===== config.mk =====
export PLATFORM = sky130hd
export DESIGN_NAME = ascon_sbox_lane_scheduler
export DESIGN_NICKNAME = d
export VERILOG_FILES = /design/src/rtl/ascon_sbox_lane_scheduler.sv
export SDC_FILE = /design/constraint.sdc
export NUM_CORES = 1
export LEC_CHECK = 0
export CAP_MARGIN = 20
export CORE_AREA = 8 8 279 281
export DETAILED_ROUTE_END_ITERATION = 10
export DIE_AREA = 0 0 287 289
export PLACE_DENSITY = 0.63
export SETUP_SLACK_MARGIN = 0.3
export SLEW_MARGIN = 30
export SYNTH_ARGS = -nofsm -noshare
export SYNTH_HDL_FRONTEND = slang
export SYNTH_SLANG_ARGS = --single-unit

===== constraint.sdc =====
create_clock -name clk_i -period 12.35 [get_ports clk_i]
set_clock_uncertainty 0.1 [all_clocks]
set_input_delay 3.0875 -clock clk_i [delete_from_list [all_inputs] [get_ports clk_i]]
set_output_delay 3.0875 -clock clk_i [all_outputs]
set_load 0.01 [all_outputs]

===== src/rtl/ascon_sbox_lane_scheduler.sv =====
// Ascon substitution-layer scheduler.
// Walks the 64 bit-sliced columns of a 320-bit state through a shared S-box
// LUT, LANES columns per cycle, and returns the substituted state over a
// valid/ready handshake. The LUT ports are idle (zero) whenever no layer is
// being computed, so other masters can share them.
module ascon_sbox_lane_scheduler #(
  parameter int LANES = 8
) (
  input  logic                   clk_i,
  input  logic                   rst_i,
  input  logic                   in_valid_i,
  output logic                   in_ready_o,
  input  logic [4:0][63:0]       state_i,
  output logic                   lut_en_o,
  output logic [LANES-1:0][4:0]  lut_addr_o,
  input  logic [LANES-1:0][4:0]  lut_data_i,
  output logic                   out_valid_o,
  input  logic                   out_ready_i,
  output logic [4:0][63:0]       state_o,
  output logic                   busy_o
);

  localparam int NGROUPS = 64 / LANES;
  localparam int CNT_W   = (NGROUPS > 1) ? $clog2(NGROUPS) : 1;

  // Only power-of-two lane counts divide the 64 columns into whole groups.
  generate
    if (!(LANES == 1 || LANES == 2 || LANES == 4 || LANES == 8 ||
          LANES == 16 || LANES == 32 || LANES == 64)) begin : g_bad_lanes
      $error("ascon_sbox_lane_scheduler: LANES must be 1, 2, 4, 8, 16, 32 or 64");
    end
  endgenerate

  typedef enum logic [1:0] {
    ST_IDLE,
    ST_RUN,
    ST_DONE
  } state_t;

  state_t            state_q;
  state_t            state_d;
  logic [CNT_W-1:0]  cnt_q;
  logic [4:0][63:0]  src_q;
  logic [4:0][63:0]  res_q;
  logic              accept;
  logic              last_group;
  logic [LANES-1:0][5:0] col;

  assign accept     = (state_q == ST_IDLE) && in_valid_i;
  assign last_group = (cnt_q == CNT_W'(NGROUPS - 1));
  assign state_o    = res_q;

  // Column served by each lane in the current group: j = group*LANES + lane.
  always_comb begin
    col = '0;
    for (int k = 0; k < LANES; k++) begin
      col[k] = 6'(int'(cnt_q) * LANES + k);
    end
  end

  // Next-state and handshake/status outputs, all decoded from the FSM state.
  always_comb begin
    // NOTE: every output of a combinational block gets a default first so no path leaves it unassigned and a latch is inferred.
    state_d     = state_q;
    in_ready_o  = 1'b0;
    lut_en_o    = 1'b0;
    out_valid_o = 1'b0;
    busy_o      = 1'b0;
    case (state_q)
      ST_IDLE: begin
        in_ready_o = 1'b1;
        if (in_valid_i) state_d = ST_RUN;
      end
      ST_RUN: begin
        lut_en_o = 1'b1;
        busy_o   = 1'b1;
        if (last_group) state_d = ST_DONE;
      end
      ST_DONE: begin
        out_valid_o = 1'b1;
        busy_o      = 1'b1;
        if (out_ready_i) state_d = ST_IDLE;
      end
      default: state_d = ST_IDLE;
    endcase
  end

  // LUT addresses: one column per lane, x0 bit as MSB; zero outside RUN.
  always_comb begin
    lut_addr_o = '0;
    if (state_q == ST_RUN) begin
      for (int k = 0; k < LANES; k++) begin
        lut_addr_o[k] = {src_q[0][col[k]], src_q[1][col[k]], src_q[2][col[k]],
                         src_q[3][col[k]], src_q[4][col[k]]};
      end
    end
  end

  // FSM state register.
  always_ff @(posedge clk_i) begin
    // NOTE: clocked state uses non-blocking assignments so every register samples pre-edge values regardless of block order.
    if (rst_i) state_q <= ST_IDLE;
    else       state_q <= state_d;
  end

  // Group counter: cleared on accept, advances once per RUN cycle.
  always_ff @(posedge clk_i) begin
    if (rst_i) begin
      cnt_q <= '0;
    end else if (accept) begin
      cnt_q <= '0;
    end else if (state_q == ST_RUN) begin
      cnt_q <= last_group ? '0 : cnt_q + CNT_W'(1);
    end
  end

  // Source register: captures the incoming state on the accept handshake.
  always_ff @(posedge clk_i) begin
    // NOTE: pure datapath storage is left without reset; it is always written before it is read, so a reset would only cost area.
    if (accept) src_q <= state_i;
  end

  // Result register: scatters each lane's LUT data back into its column.
  always_ff @(posedge clk_i) begin
    if (rst_i) begin
      res_q <= '0;
    end else if (state_q == ST_RUN) begin
      for (int k = 0; k < LANES; k++) begin
        for (int i = 0; i < 5; i++) begin
          res_q[i][col[k]] <= lut_data_i[k][4-i];
        end
      end
    end
  end

endmodule

; ---- Word-level counts from Yosys, hierarchy flattened
; Index checks and enable logic that the tools add are counted.
[word_totals]
word_cells = 201
in_bits = 364
regBits = 645
out_inout_bits = 364
[op_classes]
mux = 146
eq_ne = 6
n_lt_le_gt_ge = 16
reduce_logical = 13
addsub = 8
[op_table]
columns = op, count
row1 = $bwmux W64, 40
row2 = $bmux W1 S6, 35
row3 = $lt A6 B7 Y1 const B, 8
row4 = $mux W1, 52
row5 = $ge A6 B1 Y1 const B, 8
row6 = $demux W1 S6, 7
row7 = $mux W40, 1
row8 = $add A6 B3 Y6 const B, 4
row9 = $bmux W1 S3, 5
row10 = $add A6 B2 Y6 const B, 2
row11 = $logic_and A1 B1 Y1, 9
row12 = $add A6 B1 Y6 const B, 1
row13 = $mux W2, 3
row14 = $ne A2 B2 Y1 const B, 3
row15 = $pmux W2 S3, 1
row16 = $reduce_or A2 Y1, 2
row17 = $add A3 B1 Y3 const B, 1
row18 = $demux W1 S3, 1
row19 = $eq A3 B3 Y1 const B, 1
row20 = $mux W3, 1
row21 = $reduce_and A3 Y1, 1
row22 = $eq A2 B1 Y1 const B, 1
row23 = $eq A2 B2 Y1 const B, 1
row24 = $logic_not A2 Y1, 1

; ---- Longest topological paths before layout
; Gate-level depths: netlist (run 1).
[depth]
ltp_word = 12
depth_mapped = 7
depth_no_buf = 6

; ---- Least setup slack after synthesis (run 1)
; No wires, ideal clock.
[synth_path]
path_kind = input-to-reg
startpoint = input in_valid_i
endpoint = register cnt_q[0]
path_stages = 3
path_slack_ps = 922
arrival_ps = 11200
setup_ps = 127
t_required_ps = 12123
n_path_buf = 0
path_cell_list = and2_1 > or2_2 > nor2_1
[synth_via]
elab_chain_cells = 2
[synth_rtl]
columns = item, line_no
row1 = from (decl), 11  ; input logic in_valid_i,
row2 = $logic_and A1 B1 Y1, 49  ; assign accept = (state_q == ST_IDLE) && in_valid_i;
row3 = $reduce_or A2 Y1 (no line), --
row4 = to (signal assigned), 113  ; cnt_q <= last_group ? '0 : cnt_q + CNT_W'(1);
row5 = to (decl), 42  ; logic [CNT_W-1:0] cnt_q;
; Every way passes these cells.
; A chain may end at the register's enable or synchronous reset.

==> metrics.cfg, run 1 <==
[die]
die-area_mm2 = 0.0829
io-pin-count = 728
core_mm2 = 0.0736
fp.dieH_um = 289
num_rows = 100
start_util_pct = 32.5
die_w_um = 287

[pwr]
switching_power_uw = 1630
p_clk_share_pct = 35.5
switching_share_pct = 27.3
power.density_mw_per_mm2 = 175
leakage_uw = 0.0111
power.internal_uw = 4340
combPwrFrac_pct = 19.1
worst_ir_drop_vdd_v = 0.000133
seqPwrFrac_pct = 45.5

[setup_path]
crit_required_ns = 9.16
cp_cell_sequence = buf_4, buf_4, mux2_2, a22oi_1, nor2_1, o31a_1, clkdlybuf4s50_1
critical_path.most_common_cell = buf_4
cp_slowest_cell = buf_4
reg2reg_slack_ns = 8.60
critical_path_arrival_ns = 3.90
critPathTopFamily = buffers and inverters
path_class = reg2out
worstSetupStartpointType = flop
crit_buf_inv = 3
critPathMaxFanout = 42
slowest_delay_ns = 0.63
critPathCaptureType = output port

[synthesis]
synth_cells = 2145
syn_area_per_cell_um2 = 11.2
netlist_area_mm2 = 0.0239
synth.most_common_cell = nand2_1
yosysTopAreaCell = edfxtp_1
synth_ff_type = dfxtp_1
synth.cells.most_frequent = 645 x nand2_1, 330 x a21oi_1, 325 x dfxtp_1
yosysWarnings = 0
synth_top_area_share_pct = 40.2
synth-edff-count = 320
synth-async-reset-ratio_pct = 0
synth_nets = 2515
synth-seq-cells = 645
yosysUniqueCellTypes = 37
synth_area_leaders = edfxtp_1 40%, dfxtp_1 27%, nand2_1 10%
seq_area_frac_synth_pct = 67.3

[cells_and_area]
nFillCells = 6586
nets = 3146
instances_no_fill = 3805
final_layout_size_suffix_gt1_share_pct = 5.69
area_growth_pct = 42.6

[drt]
wl_per_cell_um = 22.9
drt_wl_total_um = 87200
first_pass_iters = 8
via_per_inst = 4.90
vias = 18661
antenna_left = 0
drcViolationCount = 0
drtIter0Drc = 1291

[sta]
fmax_mhz = 141
max-slew-margin-rel_pct = 30.6
hold_ws_ns = 0.351
rsz0062_at_grt = no
finalHoldViolCount = 0
layout_min_cycle_time_ns = 7.09
fin_crit_sh_pct = 57.4
fin_setup_tns_ns = 0
slew_violations = 0
tightest_slew_ns = 1.04
finalSetupViolCount = 0

[outcome]
status = completed

[global_route]
grt_pass1_vias = 18905
antenna_found_initial = 10
overflow = 0
grt_max_degree = 200
grt_pass1_wl_um = 124000
grt.total_usage_pct = 19.8

[clocking]
root_buffer = clkbuf_16
cts_htree_levels = 3
numCtsBuffers = 70
cts_hold_buf = 0
path_clk_slew_ns = 0.06
cts.repair.resized = 0
cts_sinks = 645
insertion_delay_ns = 0.60
cts_tree = yes
clockBufferDepth = 3
postCtsSetupRepairBufs = 0

[placement]
port_buffers = 727
gp_congestion = 0.817
hpwl_um = 61900
dpl.cell_count = 3673

[worst_hold_path]
min-delay-path-class = reg2reg

[run]
drv_cap = 0

-- registers in the layout (all words and copies together), names as in the netlist --
register	flops
cnt_q	3
src_q	320
state_o	320
state_q	2
-- through the flow --
| step | area [um2] | utilization [%] | setup WS, ns | power, uW |
|---|---|---|---|---|
| floorplan | 23900 | - | 0.922 | 3450 |
| global placement | 31700 | 43.1 | 5.64 | 3870 |
| detailed placement | 31800 | 43.2 | 5.55 | 3900 |
| CTS | 34100 | 46.4 | 5.13 | 6030 |
| global route | 34100 | 46.4 | 5.01 | 6210 |
| finish | 34100 | 46.4 | 5.26 | 5970 |
-- layout make-up --
type	instances	area (um2)	area share, %
Timing Repair Buffer	749	7500	22.0
Tap cell	969	1210	3.55
Multi-Input combinational cell	1304	6930	20.3
Sequential cell	645	16100	47.2
Clock buffer	99	1960	5.75
Clock inverter	28	362	1.06
Antenna cell	5	12.5	0.0367
Inverter	6	22.5	0.0660
-- placed cells by master (no fill, tap or decap), types with 13 or more instances in the layout --
| master | count |
|---|---|
| a21oi_1 | 330 |
| o31a_1 | 13 |
| nand2_1 | 641 |
| edfxtp_1 | 320 |
| mux2i_1 | 137 |
| o22ai_1 | 61 |
| dfxtp_1 | 322 |
| clkbuf_16 | 72 |
| clkdlybuf4s50_1 | 726 |
| o21a_1 | 25 |
| buf_4 | 17 |
| clkbuf_1 | 21 |
-- power by group through the flow --
stage	registers, uW	clock network, uW	logic [uW]
2_1_floorplan	2830	0	617
3_5_place_dp	2760	0	1140
6_report	2710	2120	1140
4_1_cts	2720	2160	1150
3_3_place_gp	2750	0	1120
5_1_grt	2740	2250	1220
-- worst register-to-register path: stages, from the launching register on --
cell,delay [ns]
dfxtp_1,0.33
inv_1,0.11
ha_1,0.38
and2_4,0.77
buf_12,0.67
buf_6,0.91
-- metal layers --
metal	vias to the layer above	wire length [um]	track usage, %
met5	-	27	0
met4	4	2720	6.64
met3	139	8050	5.94
met2	863	43400	35.0
met1	8978	33000	22.9
li1	8677	-	-
-- kinds of logic (layout without fill, tap and decap cells) --
family	Yosys count	after routing	synth area share, %
flops	645	645	67.3
buf+inv	196	882	4.16
compound gates	448	448	10.4
fa+ha+maj	6	6	0.314
other cells	0	5	0
mux	147	147	6.34
simple gates	703	703	11.5
-- worst paths after layout --
check                    start       endpoint  cells past startpoint
setup / recovery      cnt_q[0]  lut_addr_o[1]                      7
hold / removal    state_o[122]   state_o[122]                      2
setup reg to reg    state_q[1]     src_q[110]                      5
hold reg to reg   state_o[122]   state_o[122]                      2
Note: power is estimated with default switching activity, not from simulation.
==> run 2, diff against run 1 <==
--- a/config.mk
+++ b/config.mk
@@ -6,10 +6,10 @@
 export NUM_CORES = 1
 export LEC_CHECK = 0
 export CAP_MARGIN = 20
-export CORE_AREA = 8 8 279 281
+export CORE_AREA = 8 8 278 280
 export DETAILED_ROUTE_END_ITERATION = 10
-export DIE_AREA = 0 0 287 289
-export PLACE_DENSITY = 0.63
+export DIE_AREA = 0 0 286 288
+export PLACE_DENSITY = 0.66
 export SETUP_SLACK_MARGIN = 0.3
 export SLEW_MARGIN = 30
 export SYNTH_ARGS = -nofsm -noshare
==> constraint.sdc (replaced) <==
create_clock -name clk_i -period 5.85 [get_ports clk_i]
set_clock_uncertainty 0.1 [all_clocks]
set_input_delay 1.4625 -clock clk_i [delete_from_list [all_inputs] [get_ports clk_i]]
set_output_delay 1.4625 -clock clk_i [all_outputs]
set_load 0.01 [all_outputs]
==> run 2 against run 1 <==
Worst hold slack better by 0.0019 ns. Combinational power increased by 120%. Final cell count is 0.18% lower. Via count increased by 1.4%. First-iteration DRC count rose by 25%. Sequential share of layout area fell by 0.054 points. Non-clock buffer count is 3 higher. Setup slack got worse by 4.2 ns. Sequential power grew 110%. Sequential cell count unchanged. Clock power rose by 110%. Highest routed layer unchanged.
==> metrics.cfg, run 2 (synthesized netlist as in run 1, its figures left out) <==
[outcome]
status = completed

[pwr]
switching_power_uw = 3520  ; +120%
p_clk_share_pct = 34.8  ; -0.7 points
leakage_uw = 0.0111  ; -0.11%
worst_ir_drop_vdd_v = 0.000277  ; +110%
power.internal_uw = 9040  ; +110%
seqPwrFrac_pct = 45.3  ; -0.2 points
combPwrFrac_pct = 19.8  ; +0.7 points
switching_share_pct = 28.0  ; +0.71 points
power.density_mw_per_mm2 = 368  ; +110%

[drt]
wl_met2_um = 44500  ; +2.6%
highest_layer = met5
vias = 18920  ; +1.4%
drt_wl_total_um = 88800  ; +1.9%
antenna_left = 0  ; unchanged
drtIter0Drc = 1612  ; +25%
met3_length_um = 8300  ; +3.0%
drcViolationCount = 0  ; unchanged
wl_per_cell_um = 23.4  ; +2.1%
via_per_inst = 4.98  ; +1.6%
wl_met1_um = 33100  ; +0.32%
first_pass_iters = 5  ; -3

[sta]
hold_ws_ns = 0.353  ; +0.00193 ns
fin_crit_sh_pct = 81.2
fmax_mhz = 210
rsz0062_at_grt = no
finalHoldViolCount = 0  ; unchanged
max-slew-margin-rel_pct = 37.1  ; +6.4 points
finalSetupViolCount = 0  ; unchanged
fin_setup_tns_ns = 0  ; unchanged
layout_min_cycle_time_ns = 4.75
slew_violations = 0  ; unchanged
tightest_slew_ns = 0.944  ; -0.0966 ns

[setup_path]
path_class = reg2out
critPathMaxFanout = 15  ; -64%
cp_slowest_cell = nand2b_1
reg2reg_slack_ns = 3.01  ; -5.59 ns
r2r_end = state_o[140]
crit_required_ns = 4.29  ; -4.87 ns
critPathCaptureType = output port
worstSetupStartpointType = flop
critical_path_arrival_ns = 3.19  ; -0.71 ns
r2r-start = state_q[1]
r2r_cells = 6  ; +1
slowest_delay_ns = 0.70  ; +0.07 ns
cp_cell_sequence = nand2b_1, inv_1, and3_1, o31a_1, clkdlybuf4s50_1

[worst_hold_path]
holdPathStages = 2  ; unchanged
hp-start = state_o[8]
min-delay-path-class = reg2reg
holdPathEnd = state_o[8]

[clocking]
postCtsSetupRepairBufs = 0  ; unchanged
cts_htree_levels = 3  ; unchanged
root_buffer = clkbuf_16
cts.repair.resized = 0  ; unchanged
cts_hold_buf = 0  ; unchanged
numCtsBuffers = 71  ; +1.4%
insertion_delay_ns = 0.61  ; about the same
path_clk_slew_ns = 0.06  ; about the same
clockBufferDepth = 3  ; unchanged
cts_tree = yes
cts_sinks = 645  ; unchanged

[cells_and_area]
nets = 3150  ; +0.13%
post-route-util_pct = 47.1  ; +0.68 points
nFillCells = 6458  ; -1.9%
area_growth_pct = 42.8
final_layout_size_suffix_gt1_share_pct = 5.47  ; -0.22 points
layout_common_cells = 726 x clkdlybuf4s50_1, 641 x nand2_1, 330 x a21oi_1
layout.cells.most_common = clkdlybuf4s50_1

[global_route]
grt_pass1_vias = 19003  ; +0.52%
grt_max_degree = 176  ; -12%
overflow = 0  ; unchanged
grt_pass1_wl_um = 126000  ; +1.5%
grt.total_usage_pct = 20.2  ; +0.36 points
antenna_found_initial = 18  ; +8

[placement]
hpwl_um = 63200  ; +2.2%
port_buffers = 727  ; unchanged
gp_congestion = 0.833  ; +2.0%

[die]
fp.dieH_um = 288  ; -0.35%
num_rows = 99  ; -1.0%
io-pin-count = 728  ; unchanged
start_util_pct = 33.0  ; +0.44 points
die-area_mm2 = 0.0824  ; -0.69%
die_w_um = 286  ; -0.35%
core_mm2 = 0.0726  ; -1.3%

[run]
drv_cap = 0  ; unchanged

run 2: cell types whose count changed in the layout (fill, tap and decap cells not counted), moves of 3 or more:
cell,delta
inv_16,-3
buf_12,+5
clkbuf_8,-5
clkinv_16,+4
inv_6,+3
clkinv_2,-5
clkbuf_1,+3
clkinv_1,+6
run 2: layout make-up:
type	count	area (um2)	area share (%)
repair buffers	752	7580	22.2
flip-flops and latches	645	16100	47.2
inverters	6	22.5	0.0659
clock inverters	29	363	1.06
well taps	959	1200	3.51
diodes	6	15.0	0.0439
multi-input cells	1304	6960	20.4
clock buffers	97	1910	5.58
run 2: worst max path at each step:
stage / startpoint / slack (ns) / cells after the start / to
after floorplan: in_valid_i / 1.51 / 3 / cnt_q[0]
after global placement: cnt_q[2] / 1.66 / 5 / lut_addr_o[1]
after detailed placement: cnt_q[2] / 1.70 / 5 / lut_addr_o[1]
after CTS: cnt_q[2] / 1.04 / 5 / lut_addr_o[1]
after global routing: cnt_q[2] / 0.95 / 5 / lut_addr_o[1]
final: cnt_q[2] / 1.10 / 5 / lut_addr_o[1]
run 2: worst max-delay path: cells and delay by family (launching register included):
family | cells | cell delay (ns)
and+or+nand+nor | 2 | 0.95
buffers and inverters | 2 | 0.73
DFF | 1 | 0.61
AOI/OAI and AO/OA | 1 | 0.32
run 2: layer usage:
metal	up-vias	GRT usage [%]
li1	8687	-
met1	9084	23.1
met2	967	35.7
met3	168	5.83
met4	14	7.42
met5	-	0
run 2: per-stage QoR:
step	total power [uW]	setup slack, ns	cells	instance area (um2)
after CTS	12700	1.04	3791	34100
after global routing	13100	0.949	3794	34200
after floorplan	7100	1.51	2145	23900
after detailed placement	8310	1.70	3665	31900
final	12600	1.10	3798	34200
after global placement	8260	1.66	3665	31800
run 2: power by group through the flow:
stage	Sequential, uW	Combinational [uW]	Clock, uW
2_1_floorplan	5800	1310	0
3_3_place_gp	5790	2470	0
4_1_cts	5700	2530	4470
3_5_place_dp	5790	2520	0
5_1_grt	5750	2680	4650
6_report	5700	2490	4370
==> RTL edit 1, RTL diff (settings of run 2) <==
`LANES`: 8 -> 16.
--- a/src/rtl/ascon_sbox_lane_scheduler.sv
+++ b/src/rtl/ascon_sbox_lane_scheduler.sv
@@ -6,3 +6,3 @@
 module ascon_sbox_lane_scheduler #(
-  parameter int LANES = 8
+  parameter int LANES = 16
 ) (
Ports: changed (resized lut_addr_o and lut_data_i); port bits go from 728 to 808. The function was not compared with the original's and may differ.
==> RTL edit 1 against run 2 <==
- synthesized area decreased by 2.8%
- first-iteration DRC count decreased by 29%
- global-route usage decreased by 0.62 points
- non-clock buffer count increased by 83
- total power increased by 7.7%
- sequential cell count decreased by 1
- wire length decreased by 3.7%
- worst setup slack improved by 180 ps
- design area increased by 2.1%
==> RTL edit 1: results (changes against run 2) <==
Avg WL per Cell: 22.9 um (-2.1%)
actual slew at the worst max-slew pin: 949 ps (+4.79 ps)
Sw Share: 26.8% (-1.2 points)
Pleak: 11.6 nW (+4.6%)
top post-synthesis cells by area: edfxtp_1, dfxtp_1, nand2_1
Crit Path Max Fanout: 32 (+17)
Iteration-0 DRC Markers: 1152 (-29%)
Fillers: 6389 (-1.1%)
Hold Path Class: flop to flop
initial antenna violation count: 21 (+3)
max incr delay on CP: 730 ps (+30 ps)
Post-CTS Resized: 0 (unchanged)
vias per cell: 4.80 (-3.6%)
Skew-Pair Late Insertion Delay: 610 ps (about the same)
sequential fraction of the synthesis area: 69.2% (+1.9 points)
gp weighted congestion: 0.861 (+3.3%)
vias in the first global route: 18568 (-2.3%)
Slowest-stage cell, CP: dfxtp_4
status: completed
final slew viol count: 0 (unchanged)
Synth Flop Type: dfxtp_1
Cell Area, Placed: 32300 um^2 (+1.4%)
synth warn: 0 (unchanged)
syn_nets: 2343 (-6.8%)
clock buffer count from CTS: 70 (-1.4%)
Synth top cells by count: nand2_1, dfxtp_1, a21oi_1, edfxtp_1, clkbuf_1
layout cells sized above 1: 8.47% (+3.0 points)
Post-CTS Setup Repair Bufs: 0 (unchanged)
Net count, final: 3118 (-1.0%)
largest net degree at the start of global routing: 118 (-33%)
arrival time worst endpoint: 3010 ps (-180 ps)
H-tree depth: 3 (unchanged)
most common cell after layout, fill and taps aside: clkdlybuf4s50_1
post-synth cell types: 18 (-51%)
global router's overall resource usage: 19.6% (-0.62 points)
first-pass GRT wire length: 122000 um (-3.5%)
I/O Buffers: 807 (+11%)
CTS Root Cell: clkbuf_16
Peak VDD IR: 0.000234 V (-16%)
CP delay by family, top: buffers and inverters
detailed placement HPWL: 63100 um (-0.18%)
-- RTL edit 1: cell type report --
| cell class | instances | share of cell area (%) |
|---|---|---|
| sequential | 644 | 46.1 |
| tap | 959 | 3.44 |
| inverter | 7 | 0.0753 |
| clock buffer | 87 | 5.37 |
| clock inverter | 41 | 2.02 |
| timing repair buffer | 835 | 24.0 |
| antenna | 12 | 0.0861 |
| multi-input combinational | 1149 | 18.8 |
-- RTL edit 1: worst min-delay path, cell delays in order, from the launching register on --
cell     delay (ps)
dfxtp_1         310
nand2_1          50
a21oi_1          50
-- RTL edit 1: metal layers --
metal  routed length [um]  GRT usage, %
met4                 2890          7.02
met2                43800          35.0
met1                30300          21.2
met3                 8450          7.22
met5                   71             0
-- RTL edit 1: logic make-up (layout without fill, tap and decap cells) --
group                      after synthesis  in the layout  synth area share (%)
and+or+nand+nor                        737            737                  12.9
DFF                                    644            644                  69.2
AOI/OAI and AO/OA                      321            321                  6.93
buffers and inverters                  139            970                  2.71
muxes                                   84             84                  7.92
adders and majority gates                7              7                 0.377
other                                    0             12                     0
-- RTL edit 1: through the flow --
step,worst slack (ps),util (%),hold WS [ps],std cells
global placement,1870,44.4,341,3593
CTS,1160,48.0,354,3722
global route,1040,48.1,372,3730
detailed placement,1860,44.5,345,3594
floorplan,1530,-,366,1932
finish,1280,48.1,351,3734
-- RTL edit 1: power groups by stage --
stage	combinational, mW	clock (mW)	sequential (mW)
2_1_floorplan	1.31	0	5.89
3_3_place_gp	2.81	0	5.90
3_5_place_dp	2.85	0	5.92
4_1_cts	2.86	4.99	5.84
5_1_grt	3.01	5.17	5.89
6_report	2.82	4.88	5.83
-- RTL edit 1: worst paths after layout --
kind                              from                   endpoint  slack (ps)  cells past startpoint
max              cnt_q[0]$_SDFFE_PP0P_             lut_addr_o[29]        1280                      4
max reg2reg    state_q[1]$_SDFFE_PP0P_    state_o[8]$_SDFFE_PP0P_        2840                      6
min reg2reg  state_o[202]$_SDFFE_PP0P_  state_o[202]$_SDFFE_PP0P_         350                      2
min          state_o[202]$_SDFFE_PP0P_  state_o[202]$_SDFFE_PP0P_         350                      2
==> RTL edit 2, RTL diff (flow settings as in run 2) <==
Without the edit above. Reset style: asynchronous (`rst_i`), changed in 3 clocked blocks.
--- a/src/rtl/ascon_sbox_lane_scheduler.sv
+++ b/src/rtl/ascon_sbox_lane_scheduler.sv
@@ -99,3 +99,3 @@
   // FSM state register.
-  always_ff @(posedge clk_i) begin
+  always_ff @(posedge clk_i or posedge rst_i) begin
     // NOTE: clocked state uses non-blocking assignments so every register samples pre-edge values regardless of block order.
@@ -106,3 +106,3 @@
   // Group counter: cleared on accept, advances once per RUN cycle.
-  always_ff @(posedge clk_i) begin
+  always_ff @(posedge clk_i or posedge rst_i) begin
     if (rst_i) begin
@@ -123,3 +123,3 @@
   // Result register: scatters each lane's LUT data back into its column.
-  always_ff @(posedge clk_i) begin
+  always_ff @(posedge clk_i or posedge rst_i) begin
     if (rst_i) begin
Function: not settled (the Yosys comparison gave no result); the edit may change what the design does.
==> RTL edit 2 against run 2 <==
- count of clock-buffer cells in the layout down 6
- critical path depth unchanged
- sequential cell count unchanged
- critical endpoint is now lut_addr_o[36]
- largest cell class unchanged
- global-route usage down 2.4 points
- wire length down 14%
- design area up 2.7%
- synthesized area up 1.9%
- worst setup slack worse by 9.4 ps
Power is not compared: it rests on default switching activity, and its combinational part moved more than twofold at a synthesized area within 25%.
==> RTL edit 2: results (changes against run 2) <==
first-pass GRT wire length: 110000 um (-13%)
DRT Wirelength: 76700 um (-14%)
global-route met3 utilization: 6.32% (+0.49 points)
Slew Limit Headroom: 32.7% (-4.4 points)
pre-CTS setup slack: 1730 ps (+35.3 ps)
Syn Area/Cell: 18.0 um^2 (+61%)
Synth top cells by count: dfrtp_1, edfxtp_1, mux2_2
met1 Use GR: 19.5% (-3.6 points)
status: completed
WHS Endpoint: state_o[210]$_DFFE_PP0P_
largest net degree at the start of global routing: 126 (-28%)
Slowest-stage cell, CP: dfrtp_4
adder-cell share of the synthesized area: 0.308% (-0.0058 points)
vias: 15204 (-20%)
max incr delay on CP: 970 ps (+270 ps)
GR Util met2: 30.6% (-5.1 points)
R2R depth: 7 (+1)
flop-to-flop setup slack: 2320 ps (-690 ps)
r2r startpoint: state_q[1]$_DFFE_PP0P_
asr flop ratio synth: 50.4% (+50 points)
Crit Path Max Fanout: 47 (+32)
post-synthesis compound-gate area fraction: 3.35% (-7.0 points)
Synth Flop Type: dfrtp_1
post-placement cell count: 2996 (-18%)
Critical Path Start: cnt_q[0]$_DFFE_PP0P_
global router's overall resource usage: 17.8% (-2.4 points)
Net count, final: 2479 (-21%)
Fillers: 6117 (-5.3%)
clock buffer count from CTS: 70 (-1.4%)
detailed placement HPWL: 55800 um (-12%)
vias per cell: 4.86 (-2.5%)
gp weighted congestion: 0.801 (-3.8%)
Skew-Pair Late Insertion Delay: 580 ps (-30 ps)
layout cells sized above 1: 20.2% (+15 points)
Hold Startpoint: state_o[210]$_DFFE_PP0P_
CP delay by family, top: flip-flops
## RTL edit 2: cell types whose count changed after synthesis, sizes merged, moves of 19 or more
| cell | before | now |
|---|---|---|
| a21oi | 330 | 1 |
| clkbuf | 59 | 20 |
| buf | 131 | 55 |
| o22ai | 61 | 80 |
| nand2 | 646 | 2 |
| dfrtp | 0 | 325 |
| dfxtp | 325 | 0 |
| mux2i | 137 | 162 |
| mux2 | 7 | 322 |
## RTL edit 2: cell families (layout without fill, tap and decap cells)
group | count (synthesis) | after routing
AOI/OAI and AO/OA | 122 | 122
muxes | 484 | 484
adders and majority gates | 6 | 6
other | 0 | 13
DFF | 645 | 645
and+or+nand+nor | 19 | 19
buffers and inverters | 82 | 882
## RTL edit 2: stage by stage
stage	instance area (um^2)	hold WS, ps	TNS, ps
floorplan	24400	408	-16000
detailed placement	32900	380	0
global placement	32800	369	0
CTS	35100	392	0
global route	35100	411	0
finish	35100	389	0
## RTL edit 2: layer usage
layer	share of wire (%)	up-vias
met5	0.14	-
met4	4.3	16
met3	9.2	168
met2	50	693
met1	36	7635
li1	-	6692
## RTL edit 2: how the worst max path moves through the flow
stage,end,slack (ps)
after detailed placement,lut_addr_o[38],1730
final,lut_addr_o[36],1090
after global routing,lut_addr_o[30],950
after global placement,lut_addr_o[4],1640
after floorplan,cnt_q[0]$_DFFE_PP0P_,-50
after CTS,lut_addr_o[36],1040
## RTL edit 2: layout make-up
class / instances / area, um^2 / share of cell area, %
diodes: 13 / 32.5 / 0.0927
clock inverters: 30 / 325 / 0.927
well taps: 959 / 1200 / 3.42
repair buffers: 754 / 7570 / 21.6
inverters: 7 / 30.0 / 0.0855
multi-input cells: 631 / 6320 / 18.0
clock buffers: 91 / 1890 / 5.39
flip-flops and latches: 645 / 17700 / 50.5
